$ cat src/rtl/aes_state_round_ctrl_if.sv
// Handshake, status and state-memory command bundle for the AES round sequencer.
interface aes_state_round_ctrl_if;
    logic       start;
    logic       last_round;
    logic       in_valid;
    logic [7:0] in_data;
    logic       in_ready;
    logic       out_valid;
    logic [7:0] out_data;
    logic       out_ready;
    logic       busy;
    logic       done;
    logic       err;
    logic       mem_cs;
    logic [1:0] mem_rwsm;
    logic [3:0] mem_add;
    logic [7:0] mem_din;
    logic [7:0] mem_dout;

    modport slave (
        input  start, last_round, in_valid, in_data, out_ready, mem_dout,
        output in_ready, out_valid, out_data, busy, done, err,
               mem_cs, mem_rwsm, mem_add, mem_din
    );

    modport master (
        output start, last_round, in_valid, in_data, out_ready, mem_dout,
        input  in_ready, out_valid, out_data, busy, done, err,
               mem_cs, mem_rwsm, mem_add, mem_din
    );
endinterface

$ cat src/rtl/aes_state_round_ctrl.sv
// Round sequencer for the 4x4-byte AES state memory: S-box load, ShiftRows,
// optional MixColumns, then a column-major byte stream out with backpressure.
module aes_state_round_ctrl #(
    parameter int TIMEOUT = 0,
    parameter int CNT_W   = 16
) (
    input logic                   CLK,
    input logic                   RST,
    aes_state_round_ctrl_if.slave bus
);
    typedef enum logic [2:0] {IDLE, LOAD, SHIFT, MIX, READ, OUT} state_t;

    localparam logic [1:0] CMD_READ  = 2'b00;
    localparam logic [1:0] CMD_WRITE = 2'b01;
    localparam logic [1:0] CMD_SHIFT = 2'b10;
    localparam logic [1:0] CMD_MIX   = 2'b11;
    localparam logic [CNT_W-1:0] WD_LAST = CNT_W'((TIMEOUT > 0) ? TIMEOUT - 1 : 0);

    state_t           state, state_nxt;
    logic [3:0]       k, k_nxt;
    logic [CNT_W-1:0] wd_cnt, wd_nxt;
    logic             last_q, last_nxt;
    logic             done_q, done_nxt;
    logic             err_q, err_nxt;
    logic             stall;
    logic [3:0]       byte_add;

    // Column-major byte index k maps to memory address {row, col}.
    assign byte_add = {k[1:0], k[3:2]};

    always_ff @(posedge CLK) begin
        if (RST) begin
            state  <= IDLE;
            k      <= '0;
            wd_cnt <= '0;
            last_q <= 1'b0;
            done_q <= 1'b0;
            err_q  <= 1'b0;
        end else begin
            state  <= state_nxt;
            k      <= k_nxt;
            wd_cnt <= wd_nxt;
            last_q <= last_nxt;
            done_q <= done_nxt;
            err_q  <= err_nxt;
        end
    end

    always_comb begin
        state_nxt     = state;
        k_nxt         = k;
        wd_nxt        = '0;
        last_nxt      = last_q;
        done_nxt      = 1'b0;
        err_nxt       = 1'b0;
        stall         = 1'b0;
        bus.in_ready  = 1'b0;
        bus.out_valid = 1'b0;
        bus.out_data  = '0;
        bus.mem_cs    = 1'b0;
        bus.mem_rwsm  = CMD_READ;
        bus.mem_add   = '0;
        bus.mem_din   = '0;

        case (state)
            IDLE: begin
                if (bus.start) begin
                    last_nxt  = bus.last_round;
                    k_nxt     = '0;
                    state_nxt = LOAD;
                end
            end
            LOAD: begin
                bus.in_ready = 1'b1;
                if (bus.in_valid) begin
                    bus.mem_cs   = 1'b1;
                    bus.mem_rwsm = CMD_WRITE;
                    bus.mem_din  = bus.in_data;
                    bus.mem_add  = byte_add;
                    k_nxt        = k + 4'd1;
                    if (k == 4'd15) state_nxt = SHIFT;
                end else begin
                    stall = 1'b1;
                end
            end
            SHIFT: begin
                bus.mem_cs   = 1'b1;
                bus.mem_rwsm = CMD_SHIFT;
                state_nxt    = last_q ? READ : MIX;
            end
            MIX: begin
                bus.mem_cs   = 1'b1;
                bus.mem_rwsm = CMD_MIX;
                state_nxt    = READ;
            end
            READ: begin
                bus.mem_cs   = 1'b1;
                bus.mem_rwsm = CMD_READ;
                bus.mem_add  = byte_add;
                state_nxt    = OUT;
            end
            OUT: begin
                // No read is issued here, so the registered mem_dout holds steady.
                bus.out_valid = 1'b1;
                bus.out_data  = bus.mem_dout;
                if (bus.out_ready) begin
                    k_nxt = k + 4'd1;
                    if (k == 4'd15) begin
                        done_nxt  = 1'b1;
                        state_nxt = IDLE;
                    end else begin
                        state_nxt = READ;
                    end
                end else begin
                    stall = 1'b1;
                end
            end
            default: state_nxt = IDLE;
        endcase

        if (TIMEOUT > 0 && stall) begin
            if (wd_cnt == WD_LAST) begin
                state_nxt = IDLE;
                k_nxt     = '0;
                err_nxt   = 1'b1;
            end else begin
                wd_nxt = wd_cnt + 1'b1;
            end
        end
    end

    assign bus.busy = (state != IDLE);
    assign bus.done = done_q;
    assign bus.err  = err_q;
endmodule

$ cat src/flat_wrapper.sv
// flat-port wrapper written by rule: the top's interface ports become plain ports
module aes_state_round_ctrl_flat 
#(
    parameter int TIMEOUT = 0,
    parameter int CNT_W   = 16
)
  (CLK, RST, bus_start, bus_last_round, bus_in_valid, bus_in_data, bus_out_ready, bus_mem_dout, bus_in_ready, bus_out_valid, bus_out_data, bus_busy, bus_done, bus_err, bus_mem_cs, bus_mem_rwsm, bus_mem_add, bus_mem_din);
  aes_state_round_ctrl_if bus_i ();
  input logic CLK;
  input logic RST;
  input wire logic [$bits(bus_i.start)-1:0] bus_start;
  input wire logic [$bits(bus_i.last_round)-1:0] bus_last_round;
  input wire logic [$bits(bus_i.in_valid)-1:0] bus_in_valid;
  input wire logic [$bits(bus_i.in_data)-1:0] bus_in_data;
  input wire logic [$bits(bus_i.out_ready)-1:0] bus_out_ready;
  input wire logic [$bits(bus_i.mem_dout)-1:0] bus_mem_dout;
  output wire logic [$bits(bus_i.in_ready)-1:0] bus_in_ready;
  output wire logic [$bits(bus_i.out_valid)-1:0] bus_out_valid;
  output wire logic [$bits(bus_i.out_data)-1:0] bus_out_data;
  output wire logic [$bits(bus_i.busy)-1:0] bus_busy;
  output wire logic [$bits(bus_i.done)-1:0] bus_done;
  output wire logic [$bits(bus_i.err)-1:0] bus_err;
  output wire logic [$bits(bus_i.mem_cs)-1:0] bus_mem_cs;
  output wire logic [$bits(bus_i.mem_rwsm)-1:0] bus_mem_rwsm;
  output wire logic [$bits(bus_i.mem_add)-1:0] bus_mem_add;
  output wire logic [$bits(bus_i.mem_din)-1:0] bus_mem_din;
  assign bus_i.start = bus_start;
  assign bus_i.last_round = bus_last_round;
  assign bus_i.in_valid = bus_in_valid;
  assign bus_i.in_data = bus_in_data;
  assign bus_i.out_ready = bus_out_ready;
  assign bus_i.mem_dout = bus_mem_dout;
  assign bus_in_ready = bus_i.in_ready;
  assign bus_out_valid = bus_i.out_valid;
  assign bus_out_data = bus_i.out_data;
  assign bus_busy = bus_i.busy;
  assign bus_done = bus_i.done;
  assign bus_err = bus_i.err;
  assign bus_mem_cs = bus_i.mem_cs;
  assign bus_mem_rwsm = bus_i.mem_rwsm;
  assign bus_mem_add = bus_i.mem_add;
  assign bus_mem_din = bus_i.mem_din;
  aes_state_round_ctrl #(.TIMEOUT(TIMEOUT), .CNT_W(CNT_W)) u_core (.CLK(CLK), .RST(RST), .bus(bus_i));
endmodule
$ cat config.mk
export PLATFORM = sky130hd
export DESIGN_NAME = aes_state_round_ctrl_flat
export DESIGN_NICKNAME = d
export VERILOG_FILES = /design/src/rtl/aes_state_round_ctrl_if.sv /design/src/rtl/aes_state_round_ctrl.sv /design/src/flat_wrapper.sv
export SDC_FILE = /design/constraint.sdc
export NUM_CORES = 1
export LEC_CHECK = 0
export CAP_MARGIN = 20
export CORE_UTILIZATION = 37
export CTS_BUF_LIST = sky130_fd_sc_hd__clkbuf_16
export DETAILED_ROUTE_END_ITERATION = 10
export GPL_TIMING_DRIVEN = 0
export PLACE_DENSITY = 0.86
export SYNTH_ARGS = -nofsm -noshare
export SYNTH_HDL_FRONTEND = slang
export SYNTH_SLANG_ARGS = --single-unit
$ cat constraint.sdc
create_clock -name CLK -period 3.32 [get_ports CLK]
set_input_delay 0.664 -clock CLK [delete_from_list [all_inputs] [get_ports CLK]]
set_output_delay 0.664 -clock CLK [all_outputs]
set_load 0.01 [all_outputs]
==> results of run 1 <==
==> cells by family after synthesis <==
kind of cell / after synthesis / synth area share
AND/OR/NAND/NOR: 49 / 0.404
AO/OA/AOI/OAI: 20 / 0.195
buffers and inverters: 12 / 0.0812
flip-flops: 9 / 0.249
multiplexers: 3 / 0.0484
adder cells (fa/ha/maj): 1 / 0.0173
other: 1 / 0.00518
==> worst max-delay path by stage <==
stage,to,start
finish,bus_mem_din[3],bus_in_valid
global route,bus_mem_din[5],bus_in_valid
CTS,bus_mem_din[3],bus_in_valid
detailed placement,bus_mem_din[3],bus_in_valid
global placement,bus_mem_din[0],bus_in_valid
floorplan,bus_mem_din[0],bus_in_valid
==> metal layers <==
layer | wire (µm) | GRT usage
met2 | 1110 | 0.377
met5 | 0 | 0
met4 | 17 | 0.0882
met1 | 885 | 0.226
met3 | 220 | 0.0549
==> cell type report <==
cell class,instances,area [µm²]
clock inverter,1,5.00
inverter,4,15.0
fill,141,477
multi-input combinational,74,485
timing repair buffer,47,470
clock buffer,3,75.1
sequential,9,180
tap,25,31.3
buffer,8,43.8
==> critical path: cells and delay by family <==
family / cells / cell delay (ns)
buf+inv: 2 / 1.11
simple gates: 3 / 0.75
==> report_power, final <==
| part | leakage (µW) | internal (µW) | total, µW | switching [µW] |
|---|---|---|---|---|
| Clock | 0.0000409 | 159 | 216 | 57.2 |
| Sequential | 0.0000732 | 112 | 116 | 4.15 |
| Combinational | 0.000392 | 54.2 | 93.5 | 39.4 |
| Total | 0.000506 | 326 | 426 | 101 |
==> per-stage QoR <==
stage	worst slack, ns	hold WS [ns]	power, µW
4_1_cts	0.122	0.519	426
2_1_floorplan	1.41	0.478	159
6_report	0.131	0.518	426
3_5_place_dp	0.133	0.509	211
3_3_place_gp	0.197	0.511	208
5_1_grt	0.00176	0.567	437
==> Yosys cell counts, drive strengths merged <==
cell type	instances
or2	1
o2111ai	3
nand4	3
nor2	6
and3	1
buf	5
mux2	1
nand4b	2
and2	20
nand2	1
ha	1
or3	2
nor3	4
a311oi	1
and3b	1
nor4b	1
a211oi	1
o21ai	4
conb	1
nand2b	1
a32oi	1
o31ai	1
a31oi	1
o211ai	2
nand3	3
and2b	1
dfxtp	9
a22oi	1
clkbuf	3
nand3b	1
a2111oi	1
inv	4
mux2i	2
nor2b	1
a21oi	4
==> flip-flops by register name, indices dropped and copies added, names as in the netlist <==
register and count:
u_core.k 4, u_core.bus.done 1, u_core.last_q 1, u_core.state 3
==> reports/results.ini, run 1 <==
[critical_path]
start_kind = input pin
crit_fanout = 8
cp_slowest_cell = clkdlybuf4s50_1
worstReg2RegEnd = u_core.state[0]
cp_cell_sequence = clkdlybuf4s50_1, nand2_1, nor3_1, and2_1, clkdlybuf4s50_1
critPathMaxStageDelay_ns = 0.56
crit_type = input pin to output pin
ff2ff_setup_slack_ns = 1.90
cpMostUsedCell = clkdlybuf4s50_1
reg2reg_depth = 4
r2r-start = u_core.state[2]
required_ns = 2.66
cp-end-kind = output pin
cp_data_arrival_time_ns = 2.53

[cts]
cts_resized = 0
path_clk_slew_ns = 0.04
cts_root_buf = clkbuf_16
cts.sinks = 9
clk_latency_ns = 0.24
cts_tree = yes
cts_setup_buffers = 0
htreeDepth = 1
cts_hold_buf = 0
clock_path_buffers = 2
cts_buffers = 3

[global_route]
grt_overflow = 0
track_usage = 0.209
antenna_found_initial = 0
grt_max_degree = 11
grt_pass1_wl_um = 3110
grt_pass1_vias = 719

[place]
gp_congestion = 0.883
dpl.hpwl_um = 1740
place_area_um2 = 1230
dpl.cell_count = 167
numPortBuffers = 47

[synth]
yosysWarnings = 0
ys_seq_elements = 9
yosysUniqueCellTypes = 38
syn_area_um2 = 724
synthTopCellsByArea = dfxtp_1 (25%), and2_1 (17%), o2111ai_1 (3.6%), nor2_1 (3.1%), a21oi_1 (2.8%)
synth_top_cell_area_share = 0.249
ys_seq_area_frac = 0.249
syn_inst = 95
yosys.area.top_type = dfxtp_1
syn-mean-instance-area_um2 = 7.63
syn-num-nets = 118

[min_path]
hp-class = register to register
min_to = u_core.last_q
min_path_cells = 2
hp-start = u_core.last_q

[cells_and_area]
final_cells = 171
final_core_utilization = 0.733
post-route-cell-area_um2 = 1310
nets = 170
antennaDiodeCount = 0
area.growth.synth_to_final_pct = 80.3
final_cell_mix = clkdlybuf4s50_1 (47), and2_1 (20), dfxtp_1 (9)
final_common_cell = clkdlybuf4s50_1
drive_gt1_frac = 0.0753

[power]
p_leak_uw = 0.000506
p_per_area_nw_per_um2 = 326
worst_ir_drop_vdd_mv = 0.506

[timing]
rsz0062_at_grt = false
slew_viol_final = 0
relSlewSlack = 0.615
worstMarginPinSlew_ns = 0.574
hold_violations = 0
final-setup-viol-count = 0
fmax_mhz = 314
period_needed_ns = 3.19
min_period_over_period = 0.961
skew_ns = 0.00227
setup_tns_ns = 0

[detailed_routing]
routedWlPerCell_um = 13.1
drt_iter0_drc = 24
via_per_inst = 5.33
drc = 0
drtPass1Iterations = 4
wl_um = 2240
vias = 911
drtAntennaViolNets = 0

[die]
core_area_um2 = 1780
io_pins = 50
rows = 15
dieArea_um2 = 2140
die_w_um = 46.3
die_y_um = 46.3
initial_core_util = 0.406

[status]
status = completed

[job]
cap_violations = 0

Power figures use the tool's default switching activity.
==> run 2, diff against run 1 <==
--- a/config.mk
+++ b/config.mk
@@ -10,7 +10,8 @@
 export CTS_BUF_LIST = sky130_fd_sc_hd__clkbuf_16
 export DETAILED_ROUTE_END_ITERATION = 10
 export GPL_TIMING_DRIVEN = 0
-export PLACE_DENSITY = 0.86
+export PLACE_DENSITY = 0.85
+export SKIP_LAST_GASP = 1
 export SYNTH_ARGS = -nofsm -noshare
 export SYNTH_HDL_FRONTEND = slang
 export SYNTH_SLANG_ARGS = --single-unit
==> run 2 against run 1 <==
Effect of this change: clock power is essentially flat; non-clock buffer count unchanged; via count up 2.3%; power rose by 0.19%; design area hardly changed; worst setup slack better by 0.052 ns; global-route usage up 2.2 points; count of clock-buffer cells in the layout stayed put; critical path type unchanged; critical endpoint is now bus_mem_din[1].
==> reports/results.ini, run 2 (synthesis results as in run 1) <==
[global_route]
grt_overflow = 0  ; unchanged
grt_pass1_wl_um = 3420  ; +9.8%
track_usage = 0.231  ; +0.0221
grt_max_degree = 11  ; unchanged
antenna_found_initial = 0  ; unchanged
grt_pass1_vias = 771  ; +7.2%

[place]
place_area_um2 = 1230  ; unchanged
dpl.hpwl_um = 1720  ; -1.6%
gp_congestion = 0.928  ; +5.1%
dpl.cell_count = 167  ; unchanged
numPortBuffers = 47  ; unchanged

[die]
core_area_um2 = 1780  ; unchanged
initial_core_util = 0.406  ; unchanged
rows = 15  ; unchanged
dieArea_um2 = 2140  ; unchanged
io_pins = 50  ; unchanged
die_w_um = 46.3  ; unchanged
die_y_um = 46.3  ; unchanged

[critical_path]
required_ns = 2.66  ; about the same
crit_type = input pin to output pin
cp_data_arrival_time_ns = 2.47  ; -0.06 ns
ff2ff_setup_slack_ns = 1.90  ; about the same
reg2reg_depth = 4  ; unchanged
cp-end-kind = output pin
r2r-start = u_core.state[2]
crit_fanout = 8  ; unchanged
start_kind = input pin
worstReg2RegEnd = u_core.state[0]

[cts]
cts_resized = 0  ; unchanged
cts_root_buf = clkbuf_16
cts_tree = yes
cts_setup_buffers = 0  ; unchanged
cts.sinks = 9  ; unchanged
htreeDepth = 1  ; unchanged
path_clk_slew_ns = 0.04  ; about the same
clk_latency_ns = 0.24  ; about the same
cts_hold_buf = 0  ; unchanged
clock_path_buffers = 2  ; unchanged
cts_buffers = 3  ; unchanged

[timing]
fmax_mhz = 319  ; +1.6%
setup_tns_ns = 0  ; unchanged
rsz0062_at_grt = false
skew_ns = 0.00310  ; +0.000832 ns
relSlewSlack = 0.619  ; +0.00481
period_needed_ns = 3.14  ; -0.0515 ns
slew_viol_final = 0  ; unchanged
hold_violations = 0  ; unchanged
hold_ws_ns = 0.524  ; +0.00592 ns
worstMarginPinSlew_ns = 0.566  ; -0.00716 ns
final-setup-viol-count = 0  ; unchanged
min_period_over_period = 0.945  ; -0.0155

[detailed_routing]
via_per_inst = 5.45  ; +2.3%
routedWlPerCell_um = 13.5  ; +2.9%
wl_met2_um = 1190  ; +6.8%
drtPass1Iterations = 4  ; unchanged
dr_wl_met3_um = 216  ; -1.8%
wl_met1_um = 876  ; -1.0%
highest-signal-layer = met4
vias = 932  ; +2.3%
drtAntennaViolNets = 0  ; unchanged
wl_um = 2300  ; +2.9%
drt_iter0_drc = 17  ; -29%
drc = 0  ; unchanged

[cells_and_area]
regMostFlops = u_core.k
fillers = 145  ; +2.8%
post-route-cell-area_um2 = 1310  ; about the same
final_common_cell = clkdlybuf4s50_1
largest_register_ffs = 4  ; unchanged
area.growth.synth_to_final_pct = 80.1  ; about the same
antennaDiodeCount = 0  ; unchanged
final_cells = 171  ; unchanged
reg_top3 = u_core.k: 4 flops, u_core.state: 3 flops
drive_gt1_frac = 0.0685  ; -0.00685
nets = 170  ; unchanged
final_cell_mix = clkdlybuf4s50_1 (47), and2_1 (20), dfxtp_1 (9)

[job]
cap_violations = 0  ; unchanged

[power]
clockPowerShare = 0.508  ; about the same
pwr-share-seq = 0.273  ; about the same
power_switching_uw = 103  ; +1.9%
worst_ir_drop_vdd_mv = 0.348  ; -31%
switching_share = 0.240  ; +0.00413
p_per_area_nw_per_um2 = 327  ; +0.29%
intPower_uw = 324  ; -0.35%
power_frac_comb = 0.219  ; about the same
p_leak_uw = 0.000508  ; +0.28%

[min_path]
min_to = u_core.last_q
min_path_cells = 2  ; unchanged
hp-start = u_core.last_q
hp-class = register to register

[status]
status = completed

[run 2: cell types whose count changed in the layout (fill, tap and decap cells not counted), sizes merged]
| cell | before | now |
|---|---|---|
| clkinv | 1 | 0 |
| inv | 4 | 5 |
[run 2: power groups by stage]
| stage | clock network (µW) | logic (µW) | registers, µW |
|---|---|---|---|
| 2_1_floorplan | 0 | 41.4 | 117 |
| 3_3_place_gp | 0 | 90.2 | 118 |
| 3_5_place_dp | 0 | 91.9 | 118 |
| 4_1_cts | 219 | 92.9 | 117 |
| 5_1_grt | 224 | 99.8 | 117 |
| 6_report | 217 | 93.4 | 117 |
[run 2: area by class of cell]
cell class                      count  area, µm²  area share
Clock buffer                        3       75.1      0.0575
Sequential cell                     9        180       0.138
Inverter                            4       15.0      0.0115
Timing Repair Buffer               47        470       0.360
Buffer                              8       43.8      0.0336
Tap cell                           25       31.3      0.0240
Multi-Input combinational cell     74        485       0.372
Clock inverter                      1       3.75     0.00288
[run 2: metal layers]
| layer | vias up | GRT usage |
|---|---|---|
| met4 | 0 | 0.112 |
| met2 | 48 | 0.406 |
| met5 | - | 0 |
| met1 | 439 | 0.246 |
| met3 | 4 | 0.0745 |
| li1 | 441 | - |
[run 2: critical path: stages]
cell,delay (ns)
clkdlybuf4s50_1,0.54
nand2_1,0.07
nor3_1,0.45
and2_1,0.21
clkdlybuf4s50_1,0.54
[run 2: stage by stage]
stage          setup WS, ns  utilization  total power [µW]
2_1_floorplan          1.41            -               159
3_3_place_gp          0.214        0.688               208
3_5_place_dp          0.157        0.688               210
4_1_cts               0.160        0.732               429
5_1_grt             0.00929        0.732               441
6_report              0.182        0.732               427
[run 2: how the worst max path moves through the flow]
stage                endpoint  depth (start not counted)          from
2_1_floorplan  bus_mem_din[0]                          3  bus_in_valid
3_3_place_gp   bus_mem_din[1]                          5  bus_in_valid
3_5_place_dp   bus_mem_din[1]                          5  bus_in_valid
4_1_cts        bus_mem_din[4]                          5  bus_in_valid
5_1_grt        bus_mem_din[4]                          5  bus_in_valid
6_report       bus_mem_din[1]                          5  bus_in_valid
==> run 3, diff against run 2 <==
--- a/config.mk
+++ b/config.mk
@@ -9,7 +9,6 @@
 export CORE_UTILIZATION = 37
 export CTS_BUF_LIST = sky130_fd_sc_hd__clkbuf_16
 export DETAILED_ROUTE_END_ITERATION = 10
-export GPL_TIMING_DRIVEN = 0
 export PLACE_DENSITY = 0.85
 export SKIP_LAST_GASP = 1
 export SYNTH_ARGS = -nofsm -noshare
==> run 3 against run 2 <==
Effect of this change: design area decreased by 1.9%; critical path depth unchanged; sequential power increased by 3%; core utilization decreased by 1.4 points; critical path type unchanged; largest cell class unchanged; highest routed layer unchanged.
==> reports/results.ini, run 3 (synthesis results as in run 1) <==
[critical_path]
crit_buf_inv = 2  ; unchanged
crit_family = buffers and inverters
worstReg2RegEnd = u_core.state[0]
ff2ff_setup_slack_ns = 1.60  ; -0.30 ns
r2r-start = u_core.state[2]
reg2reg_depth = 3  ; -1
cp_cell_sequence = clkdlybuf4s50_1, nand3b_1, a21oi_1, and2_1, clkdlybuf4s50_1
crit_fanout = 5  ; -3
required_ns = 2.66  ; about the same
start_kind = input pin
cp_slowest_cell = clkdlybuf4s50_1
cp_data_arrival_time_ns = 2.37  ; -0.10 ns
cp-end-kind = output pin
cpMostUsedCell = clkdlybuf4s50_1
crit_type = input pin to output pin
critPathMaxStageDelay_ns = 0.55  ; about the same

[timing]
fmax_mhz = 330  ; +3.4%
rsz0062_at_grt = false
slew_viol_final = 0  ; unchanged
period_needed_ns = 3.03  ; -0.104 ns
skew_ns = 0.00300  ; -0.000101 ns
final-setup-viol-count = 0  ; unchanged
setup_tns_ns = 0  ; unchanged
hold_violations = 0  ; unchanged
min_period_over_period = 0.914  ; -0.0312
relSlewSlack = 0.599  ; -0.0201
worstMarginPinSlew_ns = 0.600  ; +0.0338 ns

[die]
core_area_um2 = 1780  ; unchanged
die_y_um = 46.3  ; unchanged
io_pins = 50  ; unchanged
initial_core_util = 0.406  ; unchanged
rows = 15  ; unchanged
dieArea_um2 = 2140  ; unchanged
die_w_um = 46.3  ; unchanged

[detailed_routing]
wl_um = 2250  ; -2.3%
drt_iter0_drc = 24  ; +7
vias = 905  ; -2.9%
routedWlPerCell_um = 13.6  ; +1.3%
drtAntennaViolNets = 0  ; unchanged
drc = 0  ; unchanged
via_per_inst = 5.48  ; +0.63%
drtPass1Iterations = 4  ; unchanged

[cells_and_area]
largest_register_ffs = 4  ; unchanged
area.growth.synth_to_final_pct = 76.7
antennaDiodeCount = 0  ; unchanged
final_cell_mix = clkdlybuf4s50_1 (48), and2_1 (20), dfxtp_1 (9)
regMostFlops = u_core.k
nets = 164  ; -3.5%
drive_gt1_frac = 0.0571  ; -0.0114
final_common_cell = clkdlybuf4s50_1
reg_top3 = u_core.k: 4 flops, u_core.state: 3 flops
final_core_utilization = 0.718  ; -0.0140

[global_route]
track_usage = 0.219  ; -0.0123
antenna_found_initial = 0  ; unchanged
grt_pass1_vias = 756  ; -1.9%
grt_pass1_wl_um = 3190  ; -6.5%
grt_max_degree = 20  ; +9
grt_overflow = 0  ; unchanged

[min_path]
hp-class = register to register
hp-start = u_core.last_q
min_to = u_core.last_q
min_path_cells = 2  ; unchanged

[place]
numPortBuffers = 48  ; +2.1%
dpl.hpwl_um = 1570  ; -8.4%
gp_congestion = 0.904  ; -2.5%

[power]
p_leak_uw = 0.000489  ; -3.7%
intPower_uw = 325  ; +0.30%
worst_ir_drop_vdd_mv = 0.288  ; -17%
clockPowerShare = 0.514  ; +0.006
power_switching_uw = 103  ; about the same
power_frac_comb = 0.203  ; -0.016
pwr-share-seq = 0.283  ; +0.010
switching_share = 0.240  ; -0.000396
p_per_area_nw_per_um2 = 334  ; +2.2%

[cts]
cts_tree = yes
cts_setup_buffers = 0  ; unchanged
clk_latency_ns = 0.24  ; about the same
cts_buffers = 3  ; unchanged
cts_root_buf = clkbuf_16
cts_resized = 0  ; unchanged
path_clk_slew_ns = 0.04  ; about the same
cts.sinks = 9  ; unchanged
clock_path_buffers = 2  ; unchanged
htreeDepth = 1  ; unchanged
cts_hold_buf = 0  ; unchanged

[job]
cap_violations = 0  ; unchanged

[status]
status = completed

## run 3: cell types whose count changed in the layout (fill, tap and decap cells not counted), sizes merged
cell           before  now
buf                 5    1
clkbuf              6    3
clkdlybuf4s50      47   48
clkinv              0    1
inv                 5    4
## run 3: layer usage
metal	global-route usage	routed length, µm	up-vias
li1	-	-	431
met1	0.213	827	413
met2	0.380	1170	54
met3	0.0745	190	7
met4	0.159	59	0
met5	0	0	-
## run 3: worst max-delay path by stage
stage / from / end / slack (ns) / cells after the start
after floorplan: bus_in_valid / bus_mem_din[0] / 1.41 / 3
after global placement: bus_in_valid / bus_mem_add[1] / 0.33 / 5
after detailed placement: bus_in_valid / bus_mem_add[3] / 0.30 / 5
after CTS: bus_in_valid / bus_mem_add[3] / 0.28 / 5
after global routing: bus_in_valid / bus_mem_add[3] / 0.13 / 5
final: bus_in_valid / bus_mem_add[3] / 0.29 / 5
## run 3: cell type report
cell class / count / area (µm²)
fill: 131 / 503
timing repair buffer: 49 / 488
multi-input combinational: 74 / 485
sequential: 9 / 180
clock buffer: 3 / 75.1
tap: 25 / 31.3
inverter: 4 / 15.0
clock inverter: 1 / 5.00
## run 3: stage by stage
stage / cells / hold slack (ns) / worst slack, ns / power [µW] / area, µm²
final: 165 / 0.531 / 0.286 / 428 / 1280
after global routing: 165 / 0.579 / 0.129 / 442 / 1280
after CTS: 165 / 0.535 / 0.282 / 428 / 1280
after detailed placement: 161 / 0.526 / 0.300 / 208 / 1200
after global placement: 161 / 0.509 / 0.334 / 207 / 1200
after floorplan: 95 / 0.478 / 1.41 / 159 / 724
## run 3: power groups by stage
stage	clock network (µW)	logic [µW]	registers (µW)
after floorplan	0	41.4	117
after global placement	0	84.4	122
after detailed placement	0	85.7	123
after CTS	220	87.1	121
after global routing	227	93.3	122
final	220	86.9	121
## run 3: worst register-to-register path, delay by kind of cell, from the launching register on
family / cells / cell delay (ns)
mux: 1 / 0.39
compound gates: 1 / 0.22
simple gates: 1 / 0.33
flops: 1 / 0.69
